## config.mk

```make
export PLATFORM = sky130hd
export DESIGN_NAME = lut_cfg_bank
export DESIGN_NICKNAME = d
export VERILOG_FILES = /design/src/rtl/lut_pkg.sv /design/src/rtl/lut_mux_k.sv /design/src/rtl/lut_cfg_bank.sv
export SDC_FILE = /design/constraint.sdc
export NUM_CORES = 1
export LEC_CHECK = 0
export CORE_UTILIZATION = 35
export DETAILED_ROUTE_END_ITERATION = 8
export PLACE_DENSITY_LB_ADDON = 0.1
export SETUP_SLACK_MARGIN = 0.15
export SLEW_MARGIN = 20
export SYNTH_ARGS = -nofsm -noshare
export SYNTH_HDL_FRONTEND = slang
export SYNTH_HIERARCHICAL = 1
export SYNTH_SLANG_ARGS = --single-unit
```

## constraint.sdc

```tcl
create_clock -name clk -period 4.6 [get_ports clk]
set_input_delay 1.38 -clock clk [delete_from_list [all_inputs] [get_ports clk]]
set_output_delay 1.38 -clock clk [all_outputs]
set_load 0.01 [all_outputs]
```

## src/rtl/lut_pkg.sv

```systemverilog
`default_nettype none
// ============================================================================
//  Module      : lut_pkg
//  Description : Shared types and constants for the configurable LUT bank:
//                configuration state encoding, size limits and a depth helper.
//  Revision    : 1.0  initial release
// ============================================================================
package lut_pkg;

    // Configuration state of the bank; explicit 2-bit encoding.
    typedef enum logic [1:0] {
        UNCFG  = 2'd0,
        LOAD   = 2'd1,
        ACTIVE = 2'd2
    } lut_cfg_state_t;

    localparam int LUT_K_MAX   = 6;
    localparam int LUT_NUM_MAX = 8;

    // Number of truth-table entries of a k-input LUT.
    function automatic int lut_depth(input int k);
        return 1 << k;
    endfunction

endpackage
`default_nettype wire

```

## src/rtl/lut_mux_k.sv

```systemverilog
`default_nettype none
// ============================================================================
//  Module      : lut_mux_k
//  Description : Combinational 2**K:1 multiplexer selecting one truth-table
//                bit of a single K-input LUT.
//  Revision    : 1.0  initial release
// ============================================================================
module lut_mux_k
    import lut_pkg::*;
#(
    parameter int K = 4
) (
    input  logic [lut_depth(K)-1:0] i_table,
    input  logic [K-1:0]            i_sel,
    output logic                    o_bit
);

    // Select indexes the truth table directly.
    assign o_bit = i_table[i_sel];

endmodule
`default_nettype wire

```

## src/rtl/lut_cfg_bank.sv

```systemverilog
`default_nettype none
// ============================================================================
//  Module      : lut_cfg_bank
//  Description : Bank of NUM_LUT K-input LUTs with registered outputs. Truth
//                tables are loaded serially over a valid/ready port; the LUTs
//                evaluate only once a full configuration has been shifted in.
//                Optional macro LUT_CFG_CHAIN_EN adds cfg_out, the registered
//                bit shifted out of the configuration, for daisy-chaining.
//  Revision    : 1.0  initial release
// ============================================================================
module lut_cfg_bank
    import lut_pkg::*;
#(
    parameter int K       = 4,   // legal 2..LUT_K_MAX
    parameter int NUM_LUT = 2    // legal 1..LUT_NUM_MAX
) (
    input  logic               clk,
    input  logic               rst_n,
    input  logic [NUM_LUT*K-1:0] LUT_sel,
    output logic [NUM_LUT-1:0] LUT_output,
    input  logic               cfg_start,
    input  logic               cfg_valid,
    input  logic               cfg_bit,
    output logic               cfg_ready,
    output logic               cfg_done
`ifdef LUT_CFG_CHAIN_EN
    ,
    output logic               cfg_out
`endif
);

    localparam int DEPTH    = lut_depth(K);
    localparam int CFG_BITS = NUM_LUT * DEPTH;
    localparam int CNT_W    = $clog2(CFG_BITS + 1);

    lut_cfg_state_t      r_state_q, w_state_d;
    logic [CFG_BITS-1:0] r_cfg_q,   w_cfg_d;
    logic [CNT_W-1:0]    r_cnt_q,   w_cnt_d;
    logic                r_ready_q, w_ready_d;
    logic                r_done_q,  w_done_d;
    logic [NUM_LUT-1:0]  r_out_q,   w_out_d;
    logic [NUM_LUT-1:0]  w_lut_val;
    logic                w_accept;

    assign w_accept = cfg_valid && r_ready_q;

    // One mux per LUT, each fed by its own slice of the configuration vector.
    for (genvar j = 0; j < NUM_LUT; j++) begin : g_lut
        lut_mux_k #(.K(K)) u_mux (
            .i_table (r_cfg_q[j*DEPTH +: DEPTH]),
            .i_sel   (LUT_sel[j*K +: K]),
            .o_bit   (w_lut_val[j])
        );
    end

    // Next-state logic: state machine, bit counter, shift register and outputs.
    always_comb begin
        w_state_d = r_state_q;
        w_cfg_d   = r_cfg_q;
        w_cnt_d   = r_cnt_q;

        // The accepted bit is shifted in even when a restart wins the edge.
        if (w_accept) begin
            w_cfg_d = {cfg_bit, r_cfg_q[CFG_BITS-1:1]};
        end

        case (r_state_q)
            LOAD: begin
                if (cfg_start) begin
                    w_cnt_d = '0;
                end else if (w_accept) begin
                    if (r_cnt_q == CNT_W'(CFG_BITS - 1)) begin
                        w_state_d = ACTIVE;
                        w_cnt_d   = '0;
                    end else begin
                        w_cnt_d = r_cnt_q + CNT_W'(1);
                    end
                end
            end
            default: begin
                // UNCFG and ACTIVE behave alike apart from output evaluation.
                if (cfg_start) begin
                    w_state_d = LOAD;
                    w_cnt_d   = '0;
                end
            end
        endcase

        w_ready_d = (w_state_d == LOAD);
        w_done_d  = (w_state_d == ACTIVE);
        w_out_d   = (r_state_q == ACTIVE) ? w_lut_val : '0;
    end

    // State registers with asynchronous active-low reset.
    always_ff @(posedge clk or negedge rst_n) begin
        if (!rst_n) begin
            r_state_q <= UNCFG;
            r_cfg_q   <= '0;
            r_cnt_q   <= '0;
            r_ready_q <= 1'b0;
            r_done_q  <= 1'b0;
            r_out_q   <= '0;
        end else begin
            r_state_q <= w_state_d;
            r_cfg_q   <= w_cfg_d;
            r_cnt_q   <= w_cnt_d;
            r_ready_q <= w_ready_d;
            r_done_q  <= w_done_d;
            r_out_q   <= w_out_d;
        end
    end

    assign LUT_output = r_out_q;
    assign cfg_ready  = r_ready_q;
    assign cfg_done   = r_done_q;

`ifdef LUT_CFG_CHAIN_EN
    logic r_cfg_out_q;

    // Capture the bit leaving index 0 on every accept; hold otherwise.
    always_ff @(posedge clk or negedge rst_n) begin
        if (!rst_n) begin
            r_cfg_out_q <= 1'b0;
        end else if (w_accept) begin
            r_cfg_out_q <= r_cfg_q[0];
        end
    end

    assign cfg_out = r_cfg_out_q;
`endif

endmodule
`default_nettype wire

```

* Yosys cells after proc, flatten, opt, wreduce, memory -nomap -nowiden
Cells that the tools add are included.
Cells by class: reductions and logical operators 4, add/subtract/negate cells 1, muxes and demuxes 15, eq/ne operators 5, $lt $le $gt $ge 2
Operator list (number):
- 6-bit two-way mux | 5
- 2-bit two-way mux | 6
- 4-bit by 5-bit < comparator with 1-bit output, second input constant | 2
- 1-bit binary-select mux with 4-bit select | 2
- 6-bit by 1-bit adder with 6-bit output, second input constant | 1
- 6-bit by 5-bit equality test with 1-bit output, second input constant | 1
- 2-bit by 1-bit equality test with 1-bit output, second input constant | 2
- 2-bit equality test, second input constant | 2
- 2-bit nonzero test | 2
- 1-bit two-way mux | 2
- 2-bit AND reduction | 1
- 1-bit logical AND | 1
Storage, ports and cells: bits of input ports 13, output and inout port bits 4, logic and storage cells 33, register bits 44

* Logic depth before layout (Yosys ltp)
Gate-level depths: netlist of run 1.
depth in word-level cells 6, mapped depth 5, gate-level depth less buffers 5

* Cells and area by module
The synthesis of run 1 kept the hierarchy.
Modules (own cells, without submodules):
- lut_cfg_bank | seq. area each 1101.1 sq um, times used 1, cells each 121, area an instance 1744.2 sq um
- lut_mux_k | seq. area each 0.0 sq um, times used 2, cells each 7, area an instance 135.1 sq um

* Worst setup path after synthesis of run 1
No wires, ideal clock.
kind input port to flip-flop, start input port LUT_sel[0], end register r_out_q[0], in the netlist LUT_output[0], stages on the path 5, required time 4.484 ns, arrival 2.178 ns, setup time 0.116 ns, path buffers 0, setup slack 2.306 ns, cell sequence mux4_1 -> mux2i_1 -> mux2i_1 -> inv_1 -> nor2_1
Between the ends: cells in the longest elaborated chain, start to end 3
Ends and longest elaborated chain:
- start: declaration | line lut_cfg_bank.sv:19 | input logic [NUM_LUT*K-1:0] LUT_sel,
- 1-bit binary-select mux with 4-bit select | line lut_mux_k.sv:19 | assign o_bit = i_table[i_sel];
- 1-bit two-way mux (implied by the code) | line lut_mux_k.sv:19
- net w_lut_val[0] | line lut_cfg_bank.sv:42 | logic [NUM_LUT-1:0] w_lut_val;
- 2-bit two-way mux | line lut_cfg_bank.sv:91 | w_out_d = (r_state_q == ACTIVE) ? w_lut_val : '0;
- net w_out_d[0] | line lut_cfg_bank.sv:41 | logic [NUM_LUT-1:0] r_out_q, w_out_d;
- end signal: assignment | line lut_cfg_bank.sv:109 | r_out_q <= w_out_d;
- end: declaration | line lut_cfg_bank.sv:41
The timed path passes the listed nets, and every way through them passes these cells. The select of a mux whose other input is x is not followed. A chain may end at the register's enable or synchronous reset.

* Worst setup path after layout of run 1
Ends and elaborated chain as after synthesis.

==> impl_metrics.json, run 1 <==
{
  "status": "finished clean",
  "endpoint_kind": "flop",
  "cts_setup_buffers": 0,
  "drt_iter0_markers": 63,
  "avgSynthCellArea_um2": 14.9,
  "wl_met3_um": 130,
  "drt-met1-wl_um": 1680,
  "tns_ps": 0,
  "final_cell_area_um2": 2360,
  "die_y_um": 77.9,
  "leakage_nw": 1.02,
  "clock.fmax_ghz": 0.362,
  "drt-total-wl_um": 3360,
  "grt_max_degree": 45,
  "drive_above_1_share_pct": 30.3,
  "p_int_w": 0.000802,
  "coreArea_um2": 5540,
  "vias_per_cell": 5.16,
  "dp_cells": 219,
  "ant_nets": 0,
  "max-cap-violations": 0,
  "fin_crit_sh_pct": 60.0,
  "synth-async-reset-ratio_pct": 100,
  "ys_warn_count": 6,
  "area.growth.synth_to_final_pct": 17.1,
  "slew_viol_final": 0,
  "pin_count": 17,
  "relSlewSlack_pct": 35.9,
  "portBuffers": 16,
  "rows": 27,
  "fin_skew_ps": 6.93,
  "powerDensity_nw_per_um2": 457,
  "critPathArrivalTime_ps": 2960,
  "cp_common_cell": "mux2i_1",
  "critPathSlowestCell": "mux4_1",
  "wl_per_cell_um": 14.8,
  "setup_viol": 0,
  "drc": 0,
  "wl_met2_um": 1500,
  "fp.dieW_um": 77.9,
  "grt_pass1_wl_um": 5930,
  "cts.htree.levels": 2,
  "syn-num-nets": 149,
  "syn_inst": 135,
  "cp_max_fo": 4,
  "grt.total_usage_pct": 12.9,
  "dpl.hpwl_um": 2260,
  "antenna_found_initial": 0,
  "synthesis.area_um2": 2010,
  "worstSkewPairLatency_ps": 300,
  "combPwrFrac_pct": 19.5,
  "seq_area_frac_synth_pct": 54.7,
  "placed_area_um2": 2240,
  "critPathMaxStageDelay_ps": 620,
  "hold_viol": 0,
  "rsz0062_at_grt": "no",
  "cts_tree": "done",
  "p_seq_share_pct": 52.6,
  "max-vdd-ir-drop_uv": 160,
  "cts.repair.resized": 0,
  "fin_cells": 227,
  "die-area_um2": 6060,
  "holdWs_ps": 508,
  "vias": 1171,
  "clkPwrFrac_pct": 27.8,
  "period_needed_ps": 2760,
  "cts_root_buf": "clkbuf_8",
  "cts_buffers": 5,
  "diodes": 0,
  "clkTransAtPathRegs_ps": 90,
  "dr.max_layer_used": "met4",
  "tightest_slew_ps": 962,
  "holdPathStages": 1,
  "switchingPower_w": 0.000277,
  "crit_type": "input port to flop",
  "clockBufferDepth": 2,
  "overflow": 0,
  "grt_pass1_vias": 1190,
  "yosysUniqueCellTypes": 30,
  "cp.required_ps": 4800,
  "synth_edf_count": 0,
  "p_sw_share_pct": 25.6,
  "firstDrtPassIters": 4,
  "nets": 168,
  "start_util_pct": 36.4,
  "start_kind": "input port",
  "gp_congestion": 0.843,
  "postCtsHoldBufs": 0,
  "synth_seq_cells": 44,
  "cp_cell_sequence": "clkdlybuf4s50_1 -> mux4_1 -> mux2i_1 -> mux2i_1 -> inv_1 -> nor2_1",
  "numClockSinks": 44,
  "synth_flop_cell": "dfrtp_1",
  "min_path_type": "flop to flop",
  "reg2regPathDepth": 4,
  "rrSetupSlack_ps": 3000
}
## sequential cells by signal, indices dropped and copies added, names as in the netlist
signal / count
LUT_output: 2
cfg_done: 1
cfg_ready: 1
r_cfg_q: 32
r_cnt_q: 6
r_state_q: 2
## cell type report
cell class / instances / area, um2
Inverter: 4 / 15.0
Tap cell: 72 / 90.1
Timing Repair Buffer: 17 / 163
Multi-Input combinational cell: 82 / 875
Sequential cell: 44 / 1100
Clock inverter: 3 / 46.3
Fill cell: 547 / 3180
Clock buffer: 5 / 68.8
## power by group through the flow
stage	sequential, W	clock, W	combinational (W)
6_report	0.000568	0.000300	0.000211
5_1_grt	0.000587	0.000332	0.000232
4_1_cts	0.000569	0.000316	0.000215
3_5_place_dp	0.000577	0	0.000214
3_3_place_gp	0.000578	0	0.000204
2_1_floorplan	0.000546	0	0.000173
## logic make-up after synthesis
kind of cell               Yosys count  share of synthesized area, %
xor gates and xnor gates             1                         0.435
buffers and inverters                9                          1.93
adders and majority gates            1                         0.621
and+or+nand+nor                     20                          6.15
AOI/OAI and AO/OA                   13                          4.35
muxes                               47                          31.9
DFF                                 44                          54.7
## synthesized netlist by cell type, types with 2 or more instances
library cell,number,area share (%)
nand2b_1,2,0.62
mux4_1,8,10
dfrtp_1,44,55
o21ai_0,2,0.50
mux2i_1,6,3.0
mux2_2,33,18
nor2_1,4,0.75
a21oi_1,5,1.2
nand2_1,4,0.75
buf_2,4,0.99
inv_1,4,0.75
## stage by stage
step,total power (W),utilization [%],setup WS (ps)
6_report,0.00108,42.6,1840
4_1_cts,0.00110,42.6,1840
3_3_place_gp,0.000782,40.5,1530
3_5_place_dp,0.000791,40.5,1510
5_1_grt,0.00115,42.6,1760
2_1_floorplan,0.000719,-,2310
## worst paths after layout
path,from,end
setup / recovery,LUT_sel[0],LUT_output[0]
hold / removal,r_cfg_q[0],r_cfg_q[0]
setup reg to reg,r_cnt_q[0],r_cnt_q[5]
hold reg to reg,r_cfg_q[0],r_cfg_q[0]
max in group asynchronous,rst_n,r_state_q[0]
min in group asynchronous,rst_n,r_cfg_q[12]
## metal layers
metal | up-vias | GRT usage, %
li1 | 543 | -
met1 | 599 | 18.0
met2 | 25 | 18.4
met3 | 4 | 4.00
met4 | 0 | 5.66
met5 | - | 0
## cells in the final DEF, fill, tap and decap left out, types with 2 or more instances in the layout
cell type	count
nand2b_1	2
clkbuf_8	5
a21oi_1	5
nand2_1	4
mux2i_1	6
clkdlybuf4s50_1	15
nor2_1	4
mux2_2	33
o21ai_0	2
inv_1	4
dfrtp_1	44
mux4_1	8
## worst max-delay path: cells and delay by family
| kind | cells | cell delay, ps |
|---|---|---|
| multiplexers | 3 | 890 |
| buffers and inverters | 2 | 660 |
| AND/OR/NAND/NOR | 1 | 40 |
Note: power is estimated with default switching activity, not from simulation.
==> run 2, diff against run 1 <==
- clock period: 4.6 -> 2.9 ns (I/O delays scaled with it)
==> impl_metrics.json, run 2 (synthesis gave the netlist of run 1 again) <==
{
  "coreArea_um2": 5540,
  "crit_type": "input port to flop",
  "status": "finished clean",
  "cts_buffers": 5,
  "cts_setup_buffers": 0,
  "antenna_found_initial": 0,
  "nFillCells": 516,
  "grt_pass1_wl_um": 6240,
  "ant_nets": 0,
  "grt_max_degree": 33,
  "dp_cells": 220,
  "slew_viol_final": 0,
  "powerDensity_nw_per_um2": 728,
  "die-area_um2": 6060,
  "postCtsHoldBufs": 0,
  "grt.total_usage_pct": 13.5,
  "clockBufferDepth": 2,
  "cts.repair.resized": 0,
  "fin_crit_sh_pct": 77.0,
  "multi_input_area_um2": 875,
  "reg.largest.list": "r_cfg_q: 32 flops, r_cnt_q: 6 flops",
  "final_common_cell": "dfrtp_1",
  "cp.required_ps": 3100,
  "vias": 1190,
  "tns_ps": 0,
  "cp_max_fo": 4,
  "cts_root_buf": "clkbuf_8",
  "fin_skew_ps": 11.0,
  "period_needed_ps": 2230,
  "rows": 27,
  "firstDrtPassIters": 2,
  "drt_iter0_markers": 54,
  "vias_per_cell": 5.22,
  "worstSkewPairLatency_ps": 300,
  "min_path_type": "input port to asynchronous set/reset pin",
  "grt_pass1_vias": 1253,
  "drt-total-wl_um": 3550,
  "critPathArrivalTime_ps": 2430,
  "nets": 169,
  "largest-register": "r_cfg_q",
  "fp.dieW_um": 77.9,
  "numClockSinks": 44,
  "start_util_pct": 36.4,
  "dpl.hpwl_um": 2450,
  "rsz0062_at_grt": "no",
  "portBuffers": 16,
  "area.growth.synth_to_final_pct": 17.5,
  "rrSetupSlack_ps": 1260,
  "max-cap-violations": 0,
  "die_y_um": 77.9,
  "wl_per_cell_um": 15.5,
  "diodes": 0,
  "drc": 0,
  "drive_above_1_share_pct": 30.8,
  "endpoint_kind": "flop",
  "gp_congestion": 0.802,
  "leakage_nw": 1.03,
  "cts_tree": "done",
  "relSlewSlack_pct": 73.0,
  "cts.htree.levels": 2,
  "hold_viol": 0,
  "pin_count": 17,
  "start_kind": "input port",
  "tightest_slew_ps": 405,
  "fin_cells": 228,
  "largest_reg_flops": 32,
  "regArea_um2": 1100,
  "clock.fmax_ghz": 0.448,
  "mostFrequentLayoutCells": "44 x dfrtp_1, 33 x mux2_2, 15 x clkdlybuf4s50_1",
  "max-vdd-ir-drop_uv": 250,
  "overflow": 0,
  "clkTransAtPathRegs_ps": 90,
  "setup_viol": 0
}
run 2: cell count changes in the layout (fill, tap and decap cells not counted):
cell   delta
buf_4     +1
run 2: final cells by class:
type	count	area share [%]
inverter	4	0.635
sequential	44	46.5
clock inverter	3	1.96
clock buffer	5	2.91
tap	72	3.81
timing repair buffer	18	7.19
multi-input combinational	82	37.0
run 2: worst max-delay path, stage by stage:
cell             delay, ps
clkdlybuf4s50_1        600
mux4_1                 630
mux2i_1                160
mux2i_1                 80
inv_1                   50
nor2_1                  30
run 2: power breakdown:
part | internal, W | switching [W]
Sequential | 0.000783 | 0.000121
Combinational | 0.000230 | 0.000102
Clock | 0.000260 | 0.000226
run 2: through the flow:
step	utilization [%]	setup slack [ps]	power, W	hold slack, ps	instance area, um2
3_5_place_dp	40.6	316	0.00126	501	2250
2_1_floorplan	-	1120	0.00114	471	2010
5_1_grt	42.7	573	0.00183	479	2370
3_3_place_gp	40.6	340	0.00124	483	2250
6_report	42.7	668	0.00172	480	2370
4_1_cts	42.7	653	0.00175	480	2370
run 2: path summary, 6_finish.rpt:
path | to | cells after the start | startpoint
max reg2reg | r_cnt_q[5] | 4 | r_cnt_q[0]
min in group clk | r_cfg_q[0] | 1 | r_cfg_q[0]
max in group asynchronous | r_cfg_q[26] | 2 | rst_n
min | r_cfg_q[11] | 1 | rst_n
min reg2reg | r_cfg_q[0] | 1 | r_cfg_q[0]
max | LUT_output[0] | 6 | LUT_sel[0]
run 2: metal layers:
| metal | wire length (um) | GRT usage [%] |
|---|---|---|
| met4 | 59 | 5.47 |
| met3 | 124 | 3.76 |
| met2 | 1690 | 20.8 |
| met1 | 1670 | 17.7 |
| met5 | 0 | 0 |
==> run 3, diff against run 2 <==
- clock period: 2.9 -> 2.1 ns (I/O delays scaled with it)
==> impl_metrics.json, run 3 (synthesis gave the netlist of run 1 again) <==
{
  "endpoint_kind": "output port",
  "cts_tree": "done",
  "area.growth.synth_to_final_pct": 19.3,
  "gp_congestion": 0.792,
  "clockBufferDepth": 2,
  "cp_max_fo": 4,
  "cp.required_ps": 1470,
  "clock.fmax_ghz": 0.539,
  "max-vdd-ir-drop_uv": 314,
  "pin_count": 17,
  "die-area_um2": 6060,
  "postCtsHoldBufs": 0,
  "final_util_pct": 43.4,
  "overflow": 0,
  "tns_ps": 0,
  "holdWs_ps": 266,
  "firstDrtPassIters": 4,
  "critPathArrivalTime_ps": 1230,
  "crit_type": "flop to output port",
  "status": "finished clean",
  "cts_buffers": 5,
  "critPathMaxStageDelay_ps": 550,
  "crit_family": "buffers and inverters",
  "slew_viol_final": 0,
  "cts_root_buf": "clkbuf_8",
  "rows": 27,
  "drc": 0,
  "fin_crit_sh_pct": 88.4,
  "ant_nets": 0,
  "drt-total-wl_um": 3410,
  "period_needed_ps": 1860,
  "reg.largest.list": "r_cfg_q: 32 flops, r_cnt_q: 6 flops",
  "clkTransAtPathRegs_ps": 80,
  "max-cap-violations": 0,
  "setup_viol": 0,
  "die_y_um": 77.9,
  "numClockSinks": 44,
  "min_path_type": "input port to asynchronous set/reset pin",
  "fin_skew_ps": 7.30,
  "antenna_found_initial": 0,
  "vias": 1195,
  "dp_cells": 222,
  "nets": 172,
  "grt_max_degree": 33,
  "vias_per_cell": 5.17,
  "start_kind": "flop",
  "dpl.hpwl_um": 2460,
  "diodes": 0,
  "largest_reg_flops": 32,
  "wl_per_cell_um": 14.7,
  "final_common_cell": "dfrtp_1",
  "hold_viol": 0,
  "grt_pass1_vias": 1282,
  "drive_above_1_share_pct": 31.4,
  "coreArea_um2": 5540,
  "mostFrequentLayoutCells": "44 x dfrtp_1, 33 x mux2_2, 13 x clkdlybuf4s50_1",
  "fin_cells": 231,
  "relSlewSlack_pct": 71.7,
  "nFillCells": 526,
  "path_buf_inv": 1,
  "grt_pass1_wl_um": 6130,
  "fp.dieW_um": 77.9,
  "tightest_slew_ps": 425,
  "leakage_nw": 1.06,
  "cp_cell_sequence": "clkdlybuf4s50_1",
  "start_util_pct": 36.4,
  "rsz0062_at_grt": "no",
  "portBuffers": 16,
  "cts.htree.levels": 2,
  "powerDensity_nw_per_um2": 974,
  "critPathSlowestCell": "clkdlybuf4s50_1",
  "worstSkewPairLatency_ps": 290,
  "largest-register": "r_cfg_q",
  "grt.total_usage_pct": 13.1,
  "drt_iter0_markers": 40
}
-- run 3: changes by cell type in the layout (fill, tap and decap cells not counted) --
cell,delta
clkbuf_1,+1
clkinv_2,+1
dlygate4sd2_1,+2
clkinvlp_4,-1
inv_6,-1
buf_4,+1
clkdlybuf4s50_1,-2
buf_12,+2
-- run 3: path summary, 6_finish.rpt --
check / startpoint / to / slack [ps] / cells after the start
setup / recovery: cfg_ready / cfg_ready / 240 / 1
hold / removal: rst_n / r_cfg_q[31] / 270 / 1
setup reg to reg: r_cnt_q[0] / r_cnt_q[5] / 520 / 4
hold reg to reg: r_cfg_q[0] / r_cfg_q[0] / 510 / 1
max in group asynchronous: rst_n / r_state_q[0] / 1350 / 2
min in group clk: r_cfg_q[0] / r_cfg_q[0] / 510 / 1
-- run 3: cell type report --
| cell class | instances | area [um2] | share of cell area [%] |
|---|---|---|---|
| timing repair buffer | 21 | 215 | 8.95 |
| sequential | 44 | 1100 | 45.8 |
| clock inverter | 2 | 35.0 | 1.46 |
| tap | 72 | 90.1 | 3.75 |
| clock buffer | 6 | 72.6 | 3.02 |
| multi-input combinational | 82 | 875 | 36.4 |
| inverter | 4 | 15.0 | 0.625 |
-- run 3: per-stage QoR --
step	worst slack, ps	power (W)	area [um2]
3_3_place_gp	-209	0.00172	2290
3_5_place_dp	-219	0.00174	2290
5_1_grt	190	0.00251	2400
4_1_cts	190	0.00238	2400
2_1_floorplan	556	0.00157	2010
6_report	243	0.00234	2400
-- run 3: timing repair --
| action | CTS | global route |
|---|---|---|
| endpoints found under the setup margin | 2 | 1 |
| gates resized for setup | 2 | 0 |
| endpoints found under the hold margin | 0 | 0 |
| setup buffers | 0 | 1 |
-- run 3: power by group --
group | internal [W] | switching (W)
combinational | 0.000325 | 0.000145
clock | 0.000353 | 0.000272
sequential | 0.00108 | 0.000164
-- run 3: per-layer routing --
layer  track usage [%]  wire [um]  vias to the layer above  part of all wire, %
met5                 0          0                        -                    0
met4              4.53         25                        0                 0.73
met3              3.88        137                        2                  4.0
met2              21.8       1660                       17                   49
met1              16.0       1590                      618                   47
li1                  -          -                      558                    -
